===== src/rtl/effect_dac_tx.sv =====
// effect_dac_tx: left-justified 3-wire DAC transmitter for the effects chain.
// One pending sample decouples the effect strobe from the serial frame.
module effect_dac_tx #(
    parameter int CLK_DIV  = 4,
    parameter int SAMPLE_W = 16
) (
    input  logic                i_clk,
    input  logic                i_rst_n,
    input  logic                i_valid,
    input  logic [SAMPLE_W-1:0] i_data,
    input  logic                i_mute,
    output logic                o_bclk,
    output logic                o_lrck,
    output logic                o_sdat,
    output logic                o_overrun,
    output logic                o_underrun
);

    localparam int SW = $clog2(2 * SAMPLE_W);
    localparam logic [7:0]    DIV_LAST = 8'(CLK_DIV - 1);
    localparam logic [SW-1:0] HALF     = SW'(SAMPLE_W);
    localparam logic [SW-1:0] LAST     = SW'(2 * SAMPLE_W - 1);

    logic [7:0]          div_cnt;
    logic [SW-1:0]       slot;
    logic [SW-1:0]       nxt;
    logic [SW-1:0]       pos;
    logic [SAMPLE_W-1:0] pend;
    logic [SAMPLE_W-1:0] frame;
    logic [SAMPLE_W-1:0] load_word;
    logic [SAMPLE_W-1:0] word;
    logic [SAMPLE_W-1:0] shifted;
    logic                pend_vld;
    logic                wrap;
    logic                fe;
    logic                load;

    always_comb begin
        wrap = (div_cnt == DIV_LAST);
        fe   = wrap && o_bclk;
        nxt  = (slot == LAST) ? '0 : slot + SW'(1);
        load = fe && (nxt == '0);
        pos  = (nxt >= HALF) ? nxt - HALF : nxt;
        // An empty pending slot repeats the previous frame
        if (i_mute) begin
            load_word = '0;
        end else if (pend_vld) begin
            load_word = pend;
        end else begin
            load_word = frame;
        end
        word    = (nxt == '0) ? load_word : frame;
        shifted = word << pos;
    end

    always_ff @(posedge i_clk or negedge i_rst_n) begin
        if (!i_rst_n) begin
            div_cnt    <= '0;
            slot       <= '0;
            pend       <= '0;
            pend_vld   <= 1'b0;
            frame      <= '0;
            o_bclk     <= 1'b0;
            o_lrck     <= 1'b0;
            o_sdat     <= 1'b0;
            o_overrun  <= 1'b0;
            o_underrun <= 1'b0;
        end else begin
            o_overrun  <= 1'b0;
            o_underrun <= 1'b0;
            div_cnt    <= wrap ? 8'd0 : div_cnt + 8'd1;
            if (wrap) begin
                o_bclk <= ~o_bclk;
            end
            if (fe) begin
                slot   <= nxt;
                o_lrck <= (nxt >= HALF);
                o_sdat <= shifted[SAMPLE_W-1];
            end
            if (load) begin
                frame      <= load_word;
                o_underrun <= ~pend_vld;
            end
            // A strobe coinciding with a load refills the slot just drained
            if (i_valid) begin
                pend      <= i_data;
                pend_vld  <= 1'b1;
                o_overrun <= pend_vld & ~load;
            end else if (load) begin
                pend_vld <= 1'b0;
            end
        end
    end

endmodule

===== config.mk =====
export PLATFORM = sky130hd
export DESIGN_NAME = effect_dac_tx
export DESIGN_NICKNAME = d
export VERILOG_FILES = /design/src/rtl/effect_dac_tx.sv
export SDC_FILE = /design/constraint.sdc
export NUM_CORES = 1
export LEC_CHECK = 0
export ABC_AREA = 1
export BUFFER_PORTS_ARGS = -buffer_cell sky130_fd_sc_hd__buf_2
export CELL_PAD_IN_SITES_DETAIL_PLACEMENT = 1
export CELL_PAD_IN_SITES_GLOBAL_PLACEMENT = 1
export CORE_ASPECT_RATIO = 2
export CORE_UTILIZATION = 47
export DETAILED_ROUTE_END_ITERATION = 6
export PLACE_DENSITY = 0.86
export SYNTH_ARGS = -nofsm -noshare
export SYNTH_HDL_FRONTEND = slang
export SYNTH_SLANG_ARGS = --single-unit

===== constraint.sdc =====
create_clock -name i_clk -period 5.3 [get_ports i_clk]
set_clock_uncertainty 0.1 [all_clocks]
set_input_delay 0.265 -clock i_clk [delete_from_list [all_inputs] [get_ports i_clk]]
set_output_delay 0.265 -clock i_clk [all_outputs]
set_load 0.01 [all_outputs]

---- Word-level counts from Yosys, hierarchy flattened ----
Index checks and enable logic that the tools add are counted.
operators by class
  add/sub/neg operators ................... 3
  $mul .................................... 0
  divide/modulo/power cells ............... 0
  order comparisons ....................... 1
  equal/unequal tests ..................... 2
  shift operators ......................... 1
  muxes and demuxes ....................... 10
  bitwise operators ....................... 4
  reduce and logical (&&, ||, !) cells .... 4
operators with widths
  cell                                                       number
  2-to-1 mux 16 bit                                          3
  << shifter 16 x 5 -> 16 bit                                1
  2-to-1 mux 5 bit                                           2
  adder 8 x 1 -> 8 bit (second input constant)               1
  equality test 8 x 2 -> 1 bit (second input constant)       1
  2-to-1 mux 8 bit                                           1
  adder 5 x 1 -> 5 bit (second input constant)               1
  equality test 5 bit (second input constant)                1
  greater-or-equal comparator 5 bit (second input constant)  1
  zero test 5 bit                                            1
  subtractor 5 bit (second input constant)                   1
  2-to-1 mux 1 bit                                           4
  NOT 1 bit                                                  3
  logical AND 1 bit                                          2
  nonzero test 2 bit                                         1
  bitwise AND 1 bit                                          1
storage, ports and cells
  flip-flop bits (word level) ............. 51
  bits in latches ......................... 0
  memory bits (writable) .................. 0
  memory bits (read-only) ................. 0
  output and inout port bits .............. 5
  logic and storage cells ................. 35
  memories kept ........................... 0

---- Logic depth before layout (Yosys ltp) ----
Gate-level depths: netlist of the first run.
  depth after elaboration ................. 7
  depth in mapped cells ................... 17
  mapped depth without buffers ............ 16

---- Worst setup path after synthesis of the first run ----
Ideal clock, no wire load.
  path type ............................... register to register
  from .................................... register slot[0]
  to ...................................... register o_sdat
  library setup time ...................... 124 ps
  arrival time ............................ 2022 ps
  required time ........................... 5076 ps
  path slack .............................. 3054 ps
  stages on the path, launching flop included .. 18
  buffers on the path ..................... 1
  period minus slack after synthesis ...... 2246 ps
  cells stage by stage .................... dfrtp_1 -> ha_1 -> nand2_1 -> nor2_1 -> ha_1 -> inv_1 -> nand2_1 -> nor2_2 -> nor2_4 -> nand2_2 -> buf_4 -> nand2_1 -> nand3_1 -> nand3_1 -> nand3_1 -> nand2_1 -> nand2_1 -> nand3_1
on the way
  word-level cells in the longest chain between the ends .. 5
  elaborated cells on any way between the ends .. 9
  those cells by class .................... add/sub: 2; order compare: 1; eq/ne: 1; shift: 1; mux: 3; reduce/logical: 1
RTL lines
  item                                                                line    RTL
  start: declaration                                                  25      logic [SW-1:0] slot;
  start signal: assignment                                            76      slot <= nxt;
  adder 5 x 1 -> 5 bit / equality test 5 bit (equally long branches)  41      nxt = (slot == LAST) ? '0 : slot + SW'(1);
  2-to-1 mux 5 bit (*)                                                41
  subtractor 5 bit (tied with other cells)                            43      pos = (nxt >= HALF) ? nxt - HALF : nxt;
  2-to-1 mux 5 bit / 2-to-1 mux 16 bit (equally long branches)        43, 52
  << shifter 16 x 5 -> 16 bit (*)                                     53      shifted = word << pos;
  end signal: assignment                                              78      o_sdat <= shifted[SAMPLE_W-1];
  end: declaration                                                    14      output logic o_sdat,
Mark *: on every way between the ends. The rest lies on a longest branch, timed or not.
A chain may end at the register's enable or synchronous reset.

---- Worst setup path in the final report of the first run ----
  from .................................... register slot[0]
  to ...................................... register frame[13]
on the way
  word-level cells in the longest chain between the ends .. 4
  elaborated cells on any way between the ends .. 5
  those cells by class .................... add/sub: 1; eq/ne: 1; mux: 1; reduce/logical: 2
RTL lines
  item                                                                line  RTL
  adder 5 x 1 -> 5 bit / equality test 5 bit (equally long branches)  41
  2-to-1 mux 5 bit (*)                                                41
  via nxt[4]                                                          26    logic [SW-1:0] nxt;
  zero test 5 bit (*)                                                 42    load = fe && (nxt == '0);
  logical AND 1 bit (*)                                               42
  end signal: assignment                                              81    frame <= load_word;
  end: declaration                                                    29    logic [SAMPLE_W-1:0] frame;
The timed path passes the listed nets; every way through them passes the cells marked *.

==> results of run 1 <==
==> layer usage <==
metal,up-vias,share of wire,GRT usage
met5,-,0,0
met4,0,0.020,0.0836
met3,9,0.023,0.0376
met2,26,0.56,0.441
met1,1058,0.39,0.245
li1,1120,-,-
==> metrics by stage <==
stage	std cells	setup WS [ns]
after floorplan	340	3.05
after global placement	409	2.59
after detailed placement	409	2.43
after CTS	417	2.41
after global routing	417	2.12
final	417	2.38
==> cell usage in the layout (no fill, tap or decap), drive strengths merged, types with 2 or more instances in the layout <==
cell | synthesis | routed
a21oi | 18 | 18
buf | 7 | 25
clkbuf | 9 | 5
dfrtp | 51 | 51
ha | 3 | 3
inv | 53 | 53
nand2 | 72 | 72
nand3 | 49 | 49
nor2 | 13 | 13
nor3 | 3 | 3
o21ai | 51 | 51
or2 | 2 | 2
xor2 | 2 | 2
==> logic make-up (layout without fill, tap and decap cells) <==
group / after synthesis / in the layout / share of synthesized area
AND/OR/NAND/NOR: 142 / 142 / 0.247
AO/OA/AOI/OAI: 71 / 71 / 0.154
adder cells (fa/ha/maj): 3 / 3 / 0.0138
buffers and inverters: 70 / 87 / 0.107
XOR/XNOR: 3 / 3 / 0.00965
flip-flops: 51 / 51 / 0.469
==> layout make-up <==
cell class / count / area, um2
clock buffers: 5 / 68.8
clock inverters: 2 / 37.5
fillers: 715 / 2560
inverters: 54 / 203
multi-input cells: 219 / 1150
flip-flops and latches: 51 / 1280
well taps: 60 / 75.1
repair buffers: 26 / 138
==> report_power, final <==
part | internal, mW | switching, mW
sequential | 0.400 | 0.00289
combinational | 0.0152 | 0.0323
clock | 0.138 | 0.133
total | 0.553 | 0.169
==> registers in the layout, indices dropped and copies added (netlist names) <==
name / count
o_bclk: 1
o_lrck: 1
pend: 16
o_sdat: 1
slot: 5
div_cnt: 8
o_overrun: 1
o_underrun: 1
frame: 16
pend_vld: 1
==> cells in the mapped netlist, types with 2 or more instances <==
master     n  area share
nand2_1   70       0.096
inv_1     52       0.072
dfrtp_1   51        0.47
nand3_1   48       0.088
o21ai_0   33       0.061
a21oi_1   18       0.033
o21ai_2   16       0.051
nor2_1    10       0.014
clkbuf_1   9       0.012
buf_2      3      0.0055
buf_6      3       0.012
ha_1       3       0.014
nor3_1     3      0.0055
nor2_4     2      0.0083
o21ai_1    2      0.0037
xor2_1     2      0.0064
==> what timing repair did <==
action	4_1_cts	5_1_grt
setup buffers	0	0
gates resized for setup	0	0
hold buffers	1	0
endpoints found under the hold margin	51	0
==> path summary, 6_finish.rpt <==
kind	from	to	slack, ns	cells after the start
min in group asynchronous	i_rst_n	pend[4]$_DFFE_PN0P_	0.48	3
max reg2reg	slot[0]$_DFFE_PN0P_	frame[13]$_DFFE_PN0P_	2.38	12
min	i_data[5]	pend[5]$_DFFE_PN0P_	0.04	3
min reg2reg	div_cnt[0]$_DFF_PN0_	div_cnt[0]$_DFF_PN0_	0.38	1
max in group asynchronous	i_rst_n	div_cnt[1]$_DFF_PN0_	4.19	3
max	slot[0]$_DFFE_PN0P_	frame[13]$_DFFE_PN0P_	2.38	12
==> worst max-delay path: stages (launching register included) <==
cell and delay [ns]:
dfrtp_1 0.44, ha_1 0.26, nand2_1 0.10, nor2_1 0.05, ha_1 0.30, inv_1 0.08
nand2_1 0.08, nor2_4 0.35, nand2_2 0.31, nor2_4 0.21, inv_2 0.27, nand2_1 0.16
o21ai_2 0.07
==> impl_metrics.tcl, run 1 <==
set metrics [dict create \
    area_growth_syn_to_layout_pct 8.41 \
    die_h_um 110 \
    drc 0 \
    stdcell_area_um2 2950 \
    grt_overflow 0 \
    initial_utilization 0.494 \
    cp.required_ns 5.40 \
    first_iter_violations 53 \
    firstDrtPassIters 4 \
    start_kind "register" \
    cts-root-buf "clkbuf_8" \
    die_w_um 55.8 \
    hold_viol 0 \
    num-nets-final 380 \
    rows 38 \
    die-area_um2 6120 \
    placed_area_um2 2840 \
    viasPerCell 5.31 \
    worst_slew_pin_slew_ns 0.929 \
    critPathCaptureType "register" \
    synth.avg_cell_area_um2 8.01 \
    finalWirelength_mm 6.12 \
    power.leakage_nw 1.57 \
    cts.clk_slew.worst_paths_ns 0.10 \
    grt_usage 0.228 \
    min_period_ns 2.92 \
    yosysWarnings 0 \
    critPathMaxFanout 33 \
    core_um2 5520 \
    syn_nets 363 \
    drv_slew 0 \
    place_congestion 0.835 \
    ys_async_sr_fraction 1.00 \
    rsz0062_at_grt "no" \
    drive_above_1_share 0.162 \
    syn_inst 340 \
    routedWlPerCell_um 14.7 \
    synth_edf_count 0 \
    synthFlopType "dfrtp_1" \
    grt_pass1_vias 2355 \
    power_mw 0.722 \
    finalSetupViolations 0 \
    syn_area_um2 2720 \
    antenna_found_initial 0 \
    yosysSeqAreaShare 0.469 \
    grt_pass1_wl_mm 10.9 \
    setup_tns_ns 0 \
    synth.distinct_cells 31 \
    cts_tree "built" \
    hp-class "input pin to register" \
    ys_ff_latch 51 \
    fin_crit_sh 0.552 \
    cts.sinks 51 \
    max_cap_viol_count 0 \
    holdWs_ns 0.0361 \
    p_per_area_nw_per_um2 244 \
    maxClockFrequency_mhz 342 \
    worstSkewPairLatency_ns 0.33 \
    htree_levels 2 \
    vias 2213 \
    critical_path_class "register to register" \
    cts_buffers 5 \
    grt_max_degree 52 \
    ant_nets 0 \
    port_buffers 24 \
    dp_hpwl_mm 4.46 \
    io_pins 25 \
    utilization 0.535 \
    status "finished clean" \
    antennaDiodeCount 0 \
    ir_worst_vdd_mv 0.259 \
    relSlewSlack 0.381 \
    cts_buffer_depth 2 \
    crit_arrival_ns 3.02 \
]
(Power assumes the default switching activity.)
==> inputs of run 2 (changes only) <==
--- a/config.mk
+++ b/config.mk
@@ -10,9 +10,9 @@
 export CELL_PAD_IN_SITES_DETAIL_PLACEMENT = 1
 export CELL_PAD_IN_SITES_GLOBAL_PLACEMENT = 1
 export CORE_ASPECT_RATIO = 2
-export CORE_UTILIZATION = 47
+export CORE_UTILIZATION = 40
 export DETAILED_ROUTE_END_ITERATION = 6
-export PLACE_DENSITY = 0.86
+export PLACE_DENSITY = 0.78
 export SYNTH_ARGS = -nofsm -noshare
 export SYNTH_HDL_FRONTEND = slang
 export SYNTH_SLANG_ARGS = --single-unit
==> constraint.sdc (replaced) <==
create_clock -name i_clk -period 2.6 [get_ports i_clk]
set_clock_uncertainty 0.1 [all_clocks]
set_input_delay 0.13 -clock i_clk [delete_from_list [all_inputs] [get_ports i_clk]]
set_output_delay 0.13 -clock i_clk [all_outputs]
set_load 0.01 [all_outputs]
==> impl_metrics.tcl, run 2 (same netlist as run 1, synthesis figures left out) <==
set metrics [dict create \
    status "finished clean" \
    grt_max_degree 35 \
    num-nets-final 404 \
    rows 42 \
    pwr-share-comb 0.070 \
    switching_power_mw 0.380 \
    crit_arrival_ns 2.55 \
    ant_nets 0 \
    initial_utilization 0.411 \
    antennaDiodeCount 0 \
    relSlewSlack 0.392 \
    rrSetupSlack_ns 0.14 \
    hold_path_depth 3 \
    seq_area_um2 1280 \
    drv_slew 0 \
    port_buffers 24 \
    cts_buffer_depth 2 \
    finalSetupViolations 0 \
    cts.sinks 51 \
    drive_above_1_share 0.178 \
    fillCellCount 827 \
    stdcell_area_um2 3300 \
    hold_viol 0 \
    multi_input_area_um2 1170 \
    grt_pass1_vias 2622 \
    grt_overflow 0 \
    area_growth_syn_to_layout_pct 21.3 \
    cts.clk_slew.worst_paths_ns 0.07 \
    final_common_cell "nand2_1" \
    r2r_end "o_sdat$_DFFE_PN0P_" \
    min_to "pend[15]$_DFFE_PN0P_" \
    drc 0 \
    ir_worst_vdd_mv 0.358 \
    critPathMaxFanout 16 \
    power_frac_seq 0.484 \
    fin_crit_sh 0.945 \
    critPathCaptureType "register" \
    placed_area_um2 2940 \
    top_regs "frame (16), pend (16), div_cnt (8)" \
    core_um2 6620 \
    worstHoldStart "i_valid" \
    worst_slew_pin_slew_ns 0.912 \
    cts_buffers 5 \
    routedWlPerCell_um 14.8 \
    final_cell_count_no_fill 470 \
    cts-root-buf "clkbuf_16" \
    grt_usage 0.224 \
    finalWirelength_mm 6.96 \
    p_sw_frac 0.224 \
    viasPerCell 5.09 \
    place_congestion 0.872 \
    layout_common_cells "nand2_1 (70), inv_1 (52), dfrtp_1 (51)" \
    r2r-start "slot[0]$_DFFE_PN0P_" \
    power.leakage_nw 1.72 \
    ff2ff_path_depth 16 \
    htree_levels 2 \
    first_iter_violations 55 \
    die_h_um 119 \
    p_int_mw 1.32 \
    io_pins 25 \
    start_kind "register" \
    vias 2394 \
    firstDrtPassIters 4 \
    critical_path_class "register to register" \
    cp.required_ns 2.69 \
    die_w_um 60.4 \
    maxClockFrequency_mhz 407 \
    clockPowerShare 0.446 \
    power_mw 1.70 \
    cts_tree "built" \
    holdWs_ns 0.190 \
    place_inst 444 \
    antenna_found_initial 0 \
    grt_pass1_wl_mm 12.0 \
    min_period_ns 2.46 \
    dp_hpwl_mm 5.00 \
    max_cap_viol_count 0 \
    die-area_um2 7160 \
    p_per_area_nw_per_um2 514 \
    worstSkewPairLatency_ns 0.30 \
    hp-class "input pin to register" \
]
run 2: worst max-delay path, stage by stage (launching register included):
cell     delay, ns
dfrtp_1       0.41
ha_2          0.23
nand2_1       0.08
nor2_1        0.14
ha_1          0.19
inv_1         0.07
nand2_1       0.12
nor2_4        0.07
nor2_4        0.16
buf_8         0.17
nand3_1       0.14
nand3_1       0.12
nand3_1       0.08
nand3_1       0.08
nand2_1       0.06
nand2_1       0.05
nand3_1       0.07
run 2: per-stage QoR:
step	util	TNS (ns)	setup WS [ns]
2_1_floorplan	-	0	0.354
3_3_place_gp	0.444	0	0.226
3_5_place_dp	0.444	0	0.0913
4_1_cts	0.495	0	0.0576
5_1_grt	0.499	-0.0854	-0.0630
6_report	0.499	0	0.142
run 2: how the worst max path moves through the flow:
stage                             start                 end  slack [ns]  depth (start not counted)
floorplan           slot[0]$_DFFE_PN0P_  o_sdat$_DFFE_PN0P_        0.35                         17
global placement    slot[0]$_DFFE_PN0P_  o_sdat$_DFFE_PN0P_        0.23                         16
detailed placement  slot[0]$_DFFE_PN0P_  o_sdat$_DFFE_PN0P_        0.09                         16
CTS                 slot[0]$_DFFE_PN0P_  o_sdat$_DFFE_PN0P_        0.06                         16
global route        slot[0]$_DFFE_PN0P_  o_sdat$_DFFE_PN0P_       -0.06                         16
finish              slot[0]$_DFFE_PN0P_  o_sdat$_DFFE_PN0P_        0.14                         16
run 2: repair_timing:
action,in CTS,in global routing
hold endpoints to repair,67,0
setup endpoints to repair,0,18
gates resized for setup,0,5
setup buffers,0,1
hold buffers,17,0
run 2: layout make-up:
| type | instances | area share |
|---|---|---|
| sequential | 51 | 0.386 |
| clock buffer | 5 | 0.0379 |
| inverter | 54 | 0.0614 |
| clock inverter | 3 | 0.0133 |
| tap | 88 | 0.0333 |
| timing repair buffer | 50 | 0.114 |
| multi-input combinational | 219 | 0.353 |
run 2: per-layer routing:
metal / vias up / track usage / share of wire
li1: 1170 / - / -
met1: 1176 / 0.229 / 0.36
met2: 36 / 0.416 / 0.59
met3: 12 / 0.0383 / 0.017
met4: 0 / 0.0945 / 0.028
met5: - / 0 / 0
run 2: power by group through the flow:
stage	sequential [mW]	clock (mW)	combinational (mW)
detailed placement	0.837	0	0.0991
CTS	0.822	0.774	0.120
finish	0.822	0.758	0.119
global placement	0.836	0	0.0959
floorplan	0.836	0	0.0523
global route	0.823	0.796	0.137
==> inputs of run 3 (changes only) <==
--- a/config.mk
+++ b/config.mk
@@ -12,6 +12,7 @@
 export CORE_ASPECT_RATIO = 2
 export CORE_UTILIZATION = 40
 export DETAILED_ROUTE_END_ITERATION = 6
+export GPL_TIMING_DRIVEN = 0
 export PLACE_DENSITY = 0.78
 export SYNTH_ARGS = -nofsm -noshare
 export SYNTH_HDL_FRONTEND = slang
==> impl_metrics.tcl, run 3 (same netlist as run 1, synthesis figures left out) <==
set metrics [dict create \
    drc 0 \
    ir_worst_vdd_mv 0.612 \
    area_growth_syn_to_layout_pct 28.6 \
    ant_nets 0 \
    min_period_ns 2.53 \
    vias 2494 \
    r2r-start "slot[1]$_DFFE_PN0P_" \
    place_congestion 0.805 \
    holdWs_ns -0.0453 \
    switching_power_mw 0.397 \
    routedWlPerCell_um 15.7 \
    first_iter_violations 60 \
    grt_max_degree 52 \
    crit_chain "ha_4 -> nand2_4 -> nor2_4 -> ha_2 -> inv_2 -> nand2_2 -> nor2_4 -> nor2_4 -> nand2_4 -> clkbuf_16 -> nand2_1 -> nand3_1 -> nand3_1 -> nand3_1 -> nand2_1 -> nand2_1 -> nand3_1" \
    cts_tree "built" \
    final_common_cell "nand2_1" \
    critPathMaxFanout 8 \
    power_frac_seq 0.477 \
    drv_slew 0 \
    cts-root-buf "clkbuf_16" \
    initial_utilization 0.411 \
    cts_buffer_depth 2 \
    drive_above_1_share 0.226 \
    p_int_mw 1.32 \
    clockPowerShare 0.452 \
    htree_levels 2 \
    pwr-share-comb 0.071 \
    hp-class "input pin to asynchronous set/reset pin" \
    finalSetupViolations 0 \
    critical_path_class "register to register" \
    place_ws_ns -0.326 \
    firstDrtPassIters 4 \
    cp.required_ns 2.73 \
    rows 42 \
    cpMaxStageDelayCell "dfrtp_1" \
    antennaDiodeCount 0 \
    start_kind "register" \
    final_cell_count_no_fill 491 \
    p_per_area_nw_per_um2 492 \
    grt_pass1_wl_mm 12.7 \
    crit_arrival_ns 2.66 \
    place_inst 451 \
    die_w_um 60.4 \
    cts.clk_slew.worst_paths_ns 0.07 \
    grt_pass1_vias 2747 \
    relSlewSlack 0.243 \
    cts_buffers 5 \
    cp-startpoint "slot[1]$_DFFE_PN0P_" \
    maxClockFrequency_mhz 395 \
    multi_input_area_um2 1210 \
    power_mw 1.72 \
    antenna_found_initial 0 \
    max_cap_viol_count 0 \
    hold_viol 51 \
    core_um2 6620 \
    worstSkewPairLatency_ns 0.30 \
    top_regs "frame (16), pend (16), div_cnt (8)" \
    die_h_um 119 \
    p_sw_frac 0.231 \
    cts.sinks 51 \
    max_stage_delay_ns 0.43 \
    finalWirelength_mm 7.70 \
    num-nets-final 425 \
    grt_usage 0.233 \
    violations "negative hold slack" \
    critPathCaptureType "register" \
    die-area_um2 7160 \
    status "finished with violations" \
    fin_crit_sh 0.973 \
    dp_hpwl_mm 5.30 \
    io_pins 25 \
    fillCellCount 831 \
    port_buffers 23 \
    rrSetupSlack_ns 0.07 \
    viasPerCell 5.08 \
    seq_area_um2 1280 \
    path_common_cell "nand3_1" \
    layout_setup_ws_ns 0.0705 \
    power.leakage_nw 1.80 \
    layout_common_cells "nand2_1 (65), inv_1 (51), dfrtp_1 (51)" \
    worst_slew_pin_slew_ns 1.14 \
    grt_overflow 0 \
]
## run 3: cell types whose count changed in the layout (fill, tap and decap cells not counted), moves of 2 or more
cell	change
buf_6	+5
nand2_1	-5
nor2_1	-2
clkbuf_1	+8
buf_4	+5
nand2_2	+4
## run 3: area by class of cell
class                      instances  share of cell area
buffer                            16              0.0300
clock buffer                       5              0.0357
clock inverter                     3              0.0136
inverter                          54              0.0582
multi-input combinational        219               0.346
sequential                        51               0.364
tap                               88              0.0314
timing repair buffer              55               0.120
## run 3: timing repair
| item | 4_1_cts | 5_1_grt |
|---|---|---|
| buffers inserted | 1 | 11 |
| cloned | 0 | 2 |
| hold buffers | 18 | 0 |
| endpoints found under the hold margin | 16 | 0 |
| gates resized for setup | 6 | 18 |
| setup endpoints to repair | 1 | 1 |
| pin swaps | 0 | 11 |
## run 3: worst paths after layout
path / cells after the start / end
worst max-delay path: 17 / o_sdat$_DFFE_PN0P_
worst min-delay path: 1 / frame[14]$_DFFE_PN0P_
min in group i_clk: 3 / o_overrun$_DFF_PN0_
worst min register to register: 1 / div_cnt[0]$_DFF_PN0_
max in group asynchronous: 1 / frame[1]$_DFFE_PN0P_
worst max register to register: 17 / o_sdat$_DFFE_PN0P_
## run 3: power groups by stage
stage / sequential (mW) / clock, mW / combinational [mW]
floorplan: 0.836 / 0 / 0.0523
global placement: 0.836 / 0 / 0.0957
detailed placement: 0.837 / 0 / 0.0999
CTS: 0.821 / 0.790 / 0.123
global route: 0.825 / 0.815 / 0.141
finish: 0.821 / 0.779 / 0.122
## run 3: per-stage QoR
step	hold WS (ns)	cell area, um2	setup TNS [ns]	utilization
after floorplan	-0.266	2720	0	-
after global placement	0.234	2950	-0.305	0.445
after detailed placement	0.242	2950	-0.326	0.445
after CTS	0.00907	3330	0	0.502
after global routing	0.0280	3500	-0.0780	0.529
final	-0.0453	3500	0	0.529
## run 3: critical path: cells and delay by family, from the launching register on
| kind | cells | cell delay (ns) |
|---|---|---|
| adders and majority gates | 2 | 0.39 |
| buffers and inverters | 2 | 0.27 |
| DFF | 1 | 0.43 |
| and+or+nand+nor | 13 | 1.27 |
## run 3: layer usage
metal | GRT usage | up-vias | part of all wire
met5 | 0 | - | 0
li1 | - | 1218 | -
met4 | 0.0814 | 0 | 0.022
met1 | 0.243 | 1228 | 0.36
met3 | 0.0295 | 14 | 0.015
met2 | 0.443 | 34 | 0.60
